`src/rtl/fifo_sched_pkg.sv`:
```
// rtl/fifo_sched_pkg.sv - shared types and default word format for the FIFO scheduler
package fifo_sched_pkg;

  // Default fixed-point format, shared with the fifo instance it drives
  localparam int DEFAULT_IL = 4;
  localparam int DEFAULT_FL = 16;

  // Which kind of access was granted in the previous cycle
  typedef enum logic [1:0] {
    S_IDLE = 2'd0,
    S_WR   = 2'd1,
    S_RD   = 2'd2
  } sched_state_t;

endpackage

```
`src/rtl/rr_arbiter.sv`:
```
// rtl/rr_arbiter.sv - combinational round-robin pick starting at a pointer
module rr_arbiter #(
  parameter int NUM_REQ   = 4,
  parameter int IDX_WIDTH = $clog2(NUM_REQ)
) (
  input  logic [NUM_REQ-1:0]   req,
  input  logic [IDX_WIDTH-1:0] ptr,
  output logic [NUM_REQ-1:0]   grant,
  output logic [IDX_WIDTH-1:0] grant_idx,
  output logic                 any
);

  int unsigned scan_idx;

  // Scan ptr, ptr+1, ... with wrap; the first requester seen wins
  always_comb begin
    grant     = '0;
    grant_idx = '0;
    any       = 1'b0;
    scan_idx  = 0;
    for (int k = 0; k < NUM_REQ; k++) begin
      scan_idx = int'(ptr) + k;
      if (scan_idx >= NUM_REQ) scan_idx = scan_idx - NUM_REQ;
      if (!any && req[scan_idx]) begin
        any             = 1'b1;
        grant[scan_idx] = 1'b1;
        grant_idx       = IDX_WIDTH'(scan_idx);
      end
    end
  end

endmodule

```
`src/rtl/fifo_sched.sv`:
```
// rtl/fifo_sched.sv - arbitrates writers and consumer reads onto one shared fifo
module fifo_sched
  import fifo_sched_pkg::*;
#(
  parameter int IL              = DEFAULT_IL,
  parameter int FL              = DEFAULT_FL,
  parameter int IN_BUS_WIDTH    = IL + FL,
  parameter int NUM_REQ         = 4,
  parameter int MAX_BURST       = 4,
  parameter int REQ_IDX_WIDTH   = $clog2(NUM_REQ),
  parameter int BURST_CNT_WIDTH = $clog2(MAX_BURST + 1)
) (
  input  logic                            clk,
  input  logic                            reset,
  input  logic [NUM_REQ-1:0]              req_valid,
  input  logic [NUM_REQ*IN_BUS_WIDTH-1:0] req_data,
  output logic [NUM_REQ-1:0]              req_ready,
  input  logic                            rd_req,
  output logic                            rd_grant,
  output logic                            out_valid,
  output logic                            fifo_wr_en,
  output logic [IN_BUS_WIDTH-1:0]         fifo_data_in,
  output logic                            fifo_rd_en,
  input  logic                            fifo_empty,
  input  logic                            fifo_full
);

  localparam logic [BURST_CNT_WIDTH-1:0] BURST_MAX = BURST_CNT_WIDTH'(MAX_BURST);
  localparam logic [REQ_IDX_WIDTH-1:0]   LAST_IDX  = REQ_IDX_WIDTH'(NUM_REQ - 1);

  sched_state_t               state;
  logic [BURST_CNT_WIDTH-1:0] burst_cnt;
  logic [REQ_IDX_WIDTH-1:0]   rr_ptr;

  logic                     wr_pend;
  logic                     rd_pend;
  logic                     wr_sel;
  logic                     rd_sel;
  logic [NUM_REQ-1:0]       arb_grant;
  logic [REQ_IDX_WIDTH-1:0] arb_idx;
  logic                     arb_any;
  logic [IN_BUS_WIDTH-1:0]  wr_word;
  logic [REQ_IDX_WIDTH-1:0] next_ptr;

  // Full/empty flags are already exact, so they gate pending work directly
  assign wr_pend = (|req_valid) && !fifo_full;
  assign rd_pend = rd_req && !fifo_empty;

  rr_arbiter #(
    .NUM_REQ   (NUM_REQ),
    .IDX_WIDTH (REQ_IDX_WIDTH)
  ) u_arb (
    .req       (req_valid),
    .ptr       (rr_ptr),
    .grant     (arb_grant),
    .grant_idx (arb_idx),
    .any       (arb_any)
  );

  // Pick at most one access type; reads win from idle, bursts yield after MAX_BURST
  always_comb begin
    wr_sel = 1'b0;
    rd_sel = 1'b0;
    if (!reset) begin
      if (wr_pend && rd_pend) begin
        case (state)
          S_WR:    if (burst_cnt < BURST_MAX) wr_sel = 1'b1; else rd_sel = 1'b1;
          S_RD:    if (burst_cnt < BURST_MAX) rd_sel = 1'b1; else wr_sel = 1'b1;
          default: rd_sel = 1'b1;
        endcase
      end else if (wr_pend) begin
        wr_sel = 1'b1;
      end else if (rd_pend) begin
        rd_sel = 1'b1;
      end
    end
  end

  // Route the winning writer's word onto the fifo input
  always_comb begin
    wr_word = '0;
    for (int k = 0; k < NUM_REQ; k++) begin
      if (arb_grant[k]) wr_word = req_data[k*IN_BUS_WIDTH +: IN_BUS_WIDTH];
    end
  end

  assign next_ptr     = (arb_idx == LAST_IDX) ? '0 : arb_idx + 1'b1;
  assign req_ready    = (wr_sel && arb_any) ? arb_grant : '0;
  assign fifo_wr_en   = wr_sel;
  assign fifo_data_in = wr_sel ? wr_word : '0;
  assign fifo_rd_en   = rd_sel;
  assign rd_grant     = rd_sel;

  // Track last grant type, burst length and round-robin pointer; out_valid follows rd_grant
  always_ff @(posedge clk) begin
    if (reset) begin
      state     <= S_IDLE;
      burst_cnt <= '0;
      rr_ptr    <= '0;
      out_valid <= 1'b0;
    end else begin
      out_valid <= rd_sel;
      if (wr_sel) begin
        rr_ptr <= next_ptr;
        state  <= S_WR;
        if (state == S_WR) begin
          if (burst_cnt != BURST_MAX) burst_cnt <= burst_cnt + 1'b1;
        end else begin
          burst_cnt <= BURST_CNT_WIDTH'(1);
        end
      end else if (rd_sel) begin
        state <= S_RD;
        if (state == S_RD) begin
          if (burst_cnt != BURST_MAX) burst_cnt <= burst_cnt + 1'b1;
        end else begin
          burst_cnt <= BURST_CNT_WIDTH'(1);
        end
      end else begin
        state     <= S_IDLE;
        burst_cnt <= '0;
      end
    end
  end

endmodule

```
`config.mk`:
```
export PLATFORM = sky130hd
export DESIGN_NAME = fifo_sched
export DESIGN_NICKNAME = d
export VERILOG_FILES = /design/src/rtl/fifo_sched_pkg.sv /design/src/rtl/rr_arbiter.sv /design/src/rtl/fifo_sched.sv
export SDC_FILE = /design/constraint.sdc
export NUM_CORES = 1
export LEC_CHECK = 0
export CAP_MARGIN = 20
export CORE_UTILIZATION = 39
export CTS_CLUSTER_DIAMETER = 80
export DETAILED_ROUTE_END_ITERATION = 8
export PLACE_DENSITY_LB_ADDON = 0.08
export SLEW_MARGIN = 10
export SYNTH_ARGS = -nofsm -noshare
export SYNTH_HDL_FRONTEND = slang
export SYNTH_SLANG_ARGS = --single-unit
```
`constraint.sdc`:
```
create_clock -name clk -period 4.75 [get_ports clk]
set_clock_uncertainty 0.05 [all_clocks]
set_input_delay 0.95 -clock clk [delete_from_list [all_inputs] [get_ports clk]]
set_output_delay 0.95 -clock clk [all_outputs]
set_load 0.05 [all_outputs]
```
==> run metrics, run 1 <==
DP HPWL=5030 microns; GRT met1 Usage=0.326; Max transition margin=0.672; Detail Route Antenna Nets=0; Total Power=818 uW; I/O Buffers=116; commonest cells after routing, fill and taps aside=89 x clkdlybuf4s50_1, 29 x nand2_1, 29 x o21ai_0; worst hold stages=2; placed cells=408; Clock transition at path regs=0.04 ns; sequential standard cell area=160 sq um; largest net degree at the start of global routing=42; P per Cell Area=235 nW/um^2; commonest non-fill, non-tap cell in the layout=clkdlybuf4s50_1; met3 usage=0.0428; Crit-path slowest cell=mux4_2; area share of the largest cell type after synthesis=0.146; unrepaired setup endpoints after global routing=no; Die W=72.8 microns; R2R cell count=7; Hold Crit Start=burst_cnt[2]$_SDFF_PP0_; I/O pin count=117; Critical path buffers and inverters=3; Post-synth EDFFs=0; Avg WL per Cell=16.4 microns; antenna violations before repair=0; routing usage on met2=0.444; # diodes=0; TritonRoute pass-1 iters=4; worst slack on hold paths=0.532 ns; Peak VDD IR=248 uV; number of post-CTS setup repair buffers=0; Nets=446; Routed Wire Length=6730 microns; setup ws final=0.154 ns; global-route wire length before repair=10700 microns; flop2flop setup slack=2.31 ns; CP required=3.75 ns; Netlist cell types=53; total track usage=0.254; CTS tree=done; GPL Wtd Cong=0.800; Max clock buf depth=2; Setup CP Type=primary input to primary output; ranking of synthesized cells by area=a221oi_2 15%, a22oi_2 13%, dfxtp_1 8.2%, o21ai_0 7.4%, ha_1 7.0%; Worst EP arrival=3.60 ns; Top delay family on crit path=compound AO/OA/AOI/OAI gates; largest stage delay on the critical path=0.65 ns; Most common cell on crit path=buf_12; status=complete, no violations; routed vias/inst=5.59; DR iter-0 viols=70; cts hold-fix bufs=0; total of max-cap violations=0; setup slack at placement=0.102 ns; area of the multi-input gates=1620 sq um; H-tree depth=1; crit start category=primary input; Vias=2299; post-synthesis async set-or-reset flop share=0; Tightest Hold Check Type=flop to flop; crit-path cells=clkdlybuf4s50_1 > mux4_2 > a221o_1 > a311oi_2 > buf_12 > o21ai_0 > a22oi_2 > buf_12; worst skew pair latency=0.23 ns; leading area contributor after synthesis=a221oi_2; root buffer cell=clkbuf_8; syn nets=336; Final Cycle Share=0.967; worst-path maximum fanout=20; final hold violation count=0; actual slew at the worst max-slew pin=0.491 ns; Initial Util=0.408; proportion of layout cells with a drive suffix above 1=0.285; final std cells w/o fill=411; floorplan row count=25; Final Setup Violations=0; most used flip-flop cell after synthesis=dfxtp_1; # clock sinks=8; Mapped Cells=236; setup tns final=0 ns; Crit. End Element=primary output; GR peak layer=met2; total CTS buffers=3; Fillers=352; vias in the first global route=2224; Mapped Area=1950 sq um; # DRC=0; register area share after synthesis=0.0820; max-slew violations=0; Hold Crit Endpoint=burst_cnt[2]$_SDFF_PP0_; syn avg cell area=8.28 sq um; P_leak=1.21 nW; number of synthesized register bits=8; Die Area=5290 sq um; synth warn=0; min Tclk post-route=4.60 ns; Peak Freq=218 MHz; gr ovfl total=0; area delta synth->final=78.4%; FF-to-FF End=rr_ptr[1]$_SDFFE_PP0P_; core area=4790 sq um; die height=72.8 microns
[worst max-delay path by stage]
stage                       startpoint          endpoint  slack [ns]  cells past startpoint
final                     req_valid[0]  fifo_data_in[16]        0.15                      8
after global routing      req_valid[0]  fifo_data_in[10]     0.00003                      8
after CTS                 req_valid[2]  fifo_data_in[19]        0.10                     10
after detailed placement  req_valid[2]  fifo_data_in[19]        0.10                     10
after global placement    req_valid[2]  fifo_data_in[19]        0.16                     10
after floorplan           req_valid[1]          rd_grant        0.45                      5
[worst register-to-register path, stage by stage, from the launching register on]
cell and delay, ns:
dfxtp_1 0.33, inv_1 0.13, ha_1 0.52, mux4_2 0.68
a21oi_1 0.19, a21oi_1 0.08, xnor2_1 0.14, a311oi_1 0.24
[per-layer routing]
layer  vias to the layer above  part of all wire
met5                         -                 0
met4                         0             0.012
met2                        87              0.48
met1                      1073              0.43
li1                       1129                 -
met3                        10             0.074
[cells in the mapped netlist (4+ instances only)]
| cell | instances |
|---|---|
| nand2_1 | 29 |
| o21ai_0 | 29 |
| a22oi_2 | 20 |
| a221oi_2 | 19 |
| o21ai_1 | 14 |
| ha_1 | 11 |
| a21oi_1 | 9 |
| buf_2 | 8 |
| dfxtp_1 | 8 |
| inv_1 | 8 |
| nor2_1 | 8 |
| buf_4 | 6 |
| buf_6 | 4 |
| clkbuf_1 | 4 |
[cells by family after synthesis]
logic type                 synth area share
AOI/OAI and AO/OA                     0.518
and+or+nand+nor                       0.160
buffers and inverters                0.0967
adders and majority gates            0.0705
muxes                                0.0641
DFF                                  0.0820
xor gates and xnor gates            0.00897
[where the power goes]
part	switching [mW]	internal (mW)	total, mW
clock network	0.0281	0.0550	0.0831
logic	0.347	0.314	0.661
registers	0.00247	0.0717	0.0742
[per-stage QoR]
| step | util | instance area (sq um) |
|---|---|---|
| after CTS | 0.726 | 3470 |
| after floorplan | - | 1950 |
| after detailed placement | 0.717 | 3430 |
| after global routing | 0.728 | 3480 |
| after global placement | 0.717 | 3430 |
| final | 0.728 | 3480 |
[layout make-up]
class / instances / area share
Multi-Input combinational cell: 195 / 0.465
Tap cell: 67 / 0.0241
Inverter: 9 / 0.00969
Clock buffer: 3 / 0.0118
Sequential cell: 8 / 0.0460
Timing Repair Buffer: 129 / 0.444
[timing repair]
action | in CTS | in global routing
hold endpoints to repair | 0 | 0
gates resized for setup | 0 | 2
setup endpoints to repair | 0 | 17
Note: power is estimated with default switching activity, not from simulation.
==> run 2: changes to the inputs <==
--- a/config.mk
+++ b/config.mk
@@ -10,6 +10,7 @@
 export CTS_CLUSTER_DIAMETER = 80
 export DETAILED_ROUTE_END_ITERATION = 8
 export PLACE_DENSITY_LB_ADDON = 0.08
+export RECOVER_POWER = 100
 export SLEW_MARGIN = 10
 export SYNTH_ARGS = -nofsm -noshare
 export SYNTH_HDL_FRONTEND = slang
==> run 2 against run 1 <==
  * Critical path type unchanged
  * Largest power group unchanged
  * Worst setup slack lost 0.0019 ns
  * First-iteration DRC count grew 16%
  * Final area shrank 3.4%
  * Clock-buffer cell count is the same
==> run metrics, run 2 (synthesized netlist as in run 1, its figures left out) <==
total track usage=0.254; WL met3=515 microns; DP HPWL=5030 microns; CP required=3.75 ns; Crit-path slowest cell=mux4_2; P_leak=1.17 nW; commonest cells after routing, fill and taps aside=87 x clkdlybuf4s50_1, 29 x nand2_1, 29 x o21ai_0; routed vias/inst=5.60; # DRC=0; Die Area=5290 sq um; Most common cell on crit path=buf_12; largest stage delay on the critical path=0.65 ns; Max clock buf depth=2; final hold violation count=0; root buffer cell=clkbuf_8; sequential standard cell area=160 sq um; antenna violations before repair=0; H-tree depth=1; status=complete, no violations; met1 wire length=2790 microns; placed cells=408; Fillers=370; floorplan row count=25; Top delay family on crit path=compound AO/OA/AOI/OAI gates; Int Power=418 uW; Detail Route Antenna Nets=0; # clock sinks=8; Max transition margin=0.579; actual slew at the worst max-slew pin=0.634 ns; CTS tree=done; GPL Wtd Cong=0.800; cts hold-fix bufs=0; area delta synth->final=72.3%; I/O Buffers=116; met2 WL post-DR=3350 microns; Clock transition at path regs=0.04 ns; setup tns final=0 ns; Comb power frac=0.801; Routed Wire Length=6730 microns; Final Cycle Share=0.968; min Tclk post-route=4.60 ns; die height=72.8 microns; TritonRoute pass-1 iters=4; commonest non-fill, non-tap cell in the layout=clkdlybuf4s50_1; Clock power frac=0.105; Final Setup Violations=0; Total Power=790 uW; crit-path cells=clkdlybuf4s50_1 > mux4_2 > a221o_1 > a311oi_2 > buf_12 > o21ai_0 > a22oi_2 > buf_12; unrepaired setup endpoints after global routing=no; total CTS buffers=3; worst setup path start=req_valid[0]; gr ovfl total=0; Worst EP arrival=3.60 ns; Post-DP Area=3430 sq um; Vias=2303; max-slew violations=0; top sig layer=met4; worst-path maximum fanout=20; Die W=72.8 microns; total of max-cap violations=0; crit start category=primary input; Initial Util=0.408; largest net degree at the start of global routing=42; I/O pin count=117; Reg power frac=0.094; core area=4790 sq um; Setup CP Type=primary input to primary output; Peak VDD IR=247 uV; global-route wire length before repair=10700 microns; Avg WL per Cell=16.4 microns; worst skew pair latency=0.23 ns; # diodes=0; P_sw=372 uW; Tightest Hold Check Type=flop to flop; final instance area=3360 sq um; Nets=446; DR iter-0 viols=81; Crit. End Element=primary output; worst slack on hold paths=0.532 ns; P per Cell Area=235 nW/um^2; switching share of power=0.471; Critical path buffers and inverters=3; Peak Freq=218 MHz; vias in the first global route=2224; number of post-CTS setup repair buffers=0; area of the multi-input gates=1620 sq um; final std cells w/o fill=411; proportion of layout cells with a drive suffix above 1=0.270; Hold Crit Start=burst_cnt[2]$_SDFF_PP0_
run 2: cell types whose count changed in the layout (fill, tap and decap cells not counted):
cell / before / now
buf_12: 28 / 20
dlygate4sd3_1: 0 / 2
or3b_4: 1 / 0
clkbuf_2: 0 / 1
clkbuf_4: 0 / 7
clkdlybuf4s50_1: 89 / 87
or3b_1: 0 / 1
clkbuf_1: 0 / 4
buf_4: 11 / 7
run 2: metrics by stage:
step / setup WS (ns) / utilization
detailed placement: 0.102 / 0.717
global route: 0.00194 / 0.703
global placement: 0.162 / 0.717
CTS: 0.102 / 0.726
floorplan: 0.451 / -
finish: 0.153 / 0.703
run 2: layout make-up:
type                    instances  area share
clock buffers                   3      0.0123
inverters                       9      0.0100
multi-input cells             195       0.480
flip-flops and latches          8      0.0476
well taps                      67      0.0249
repair buffers                129       0.425
run 2: path summary, 6_finish.rpt:
kind	endpoint	slack, ns	cells past startpoint
worst min-delay path	burst_cnt[2]$_SDFF_PP0_	0.53	2
worst max-delay path	fifo_data_in[16]	0.15	8
worst min register to register	burst_cnt[2]$_SDFF_PP0_	0.53	2
worst max register to register	rr_ptr[1]$_SDFFE_PP0P_	2.31	7
run 2: tightest hold or removal path: cells and delay by family, from the launching register on:
kind,cells,cell delay (ns)
DFF,1,0.35
and+or+nand+nor,1,0.11
AOI/OAI and AO/OA,1,0.06
run 2: repair_timing:
item	CTS	global route
resized for setup	0	2
setup endpoints to repair	0	17
hold endpoints to repair	0	0
run 2: layer usage:
metal	up-vias	GRT usage
met2	91	0.444
met4	0	0.0545
met5	-	0
met1	1071	0.326
li1	1131	-
met3	10	0.0428
run 2: power by group through the flow:
stage | clock, mW | sequential (mW) | combinational, mW
4_1_cts | 0.0835 | 0.0742 | 0.662
3_3_place_gp | 0 | 0.0750 | 0.652
6_report | 0.0831 | 0.0742 | 0.633
5_1_grt | 0.0886 | 0.0745 | 0.675
2_1_floorplan | 0 | 0.0782 | 0.399
3_5_place_dp | 0 | 0.0754 | 0.660
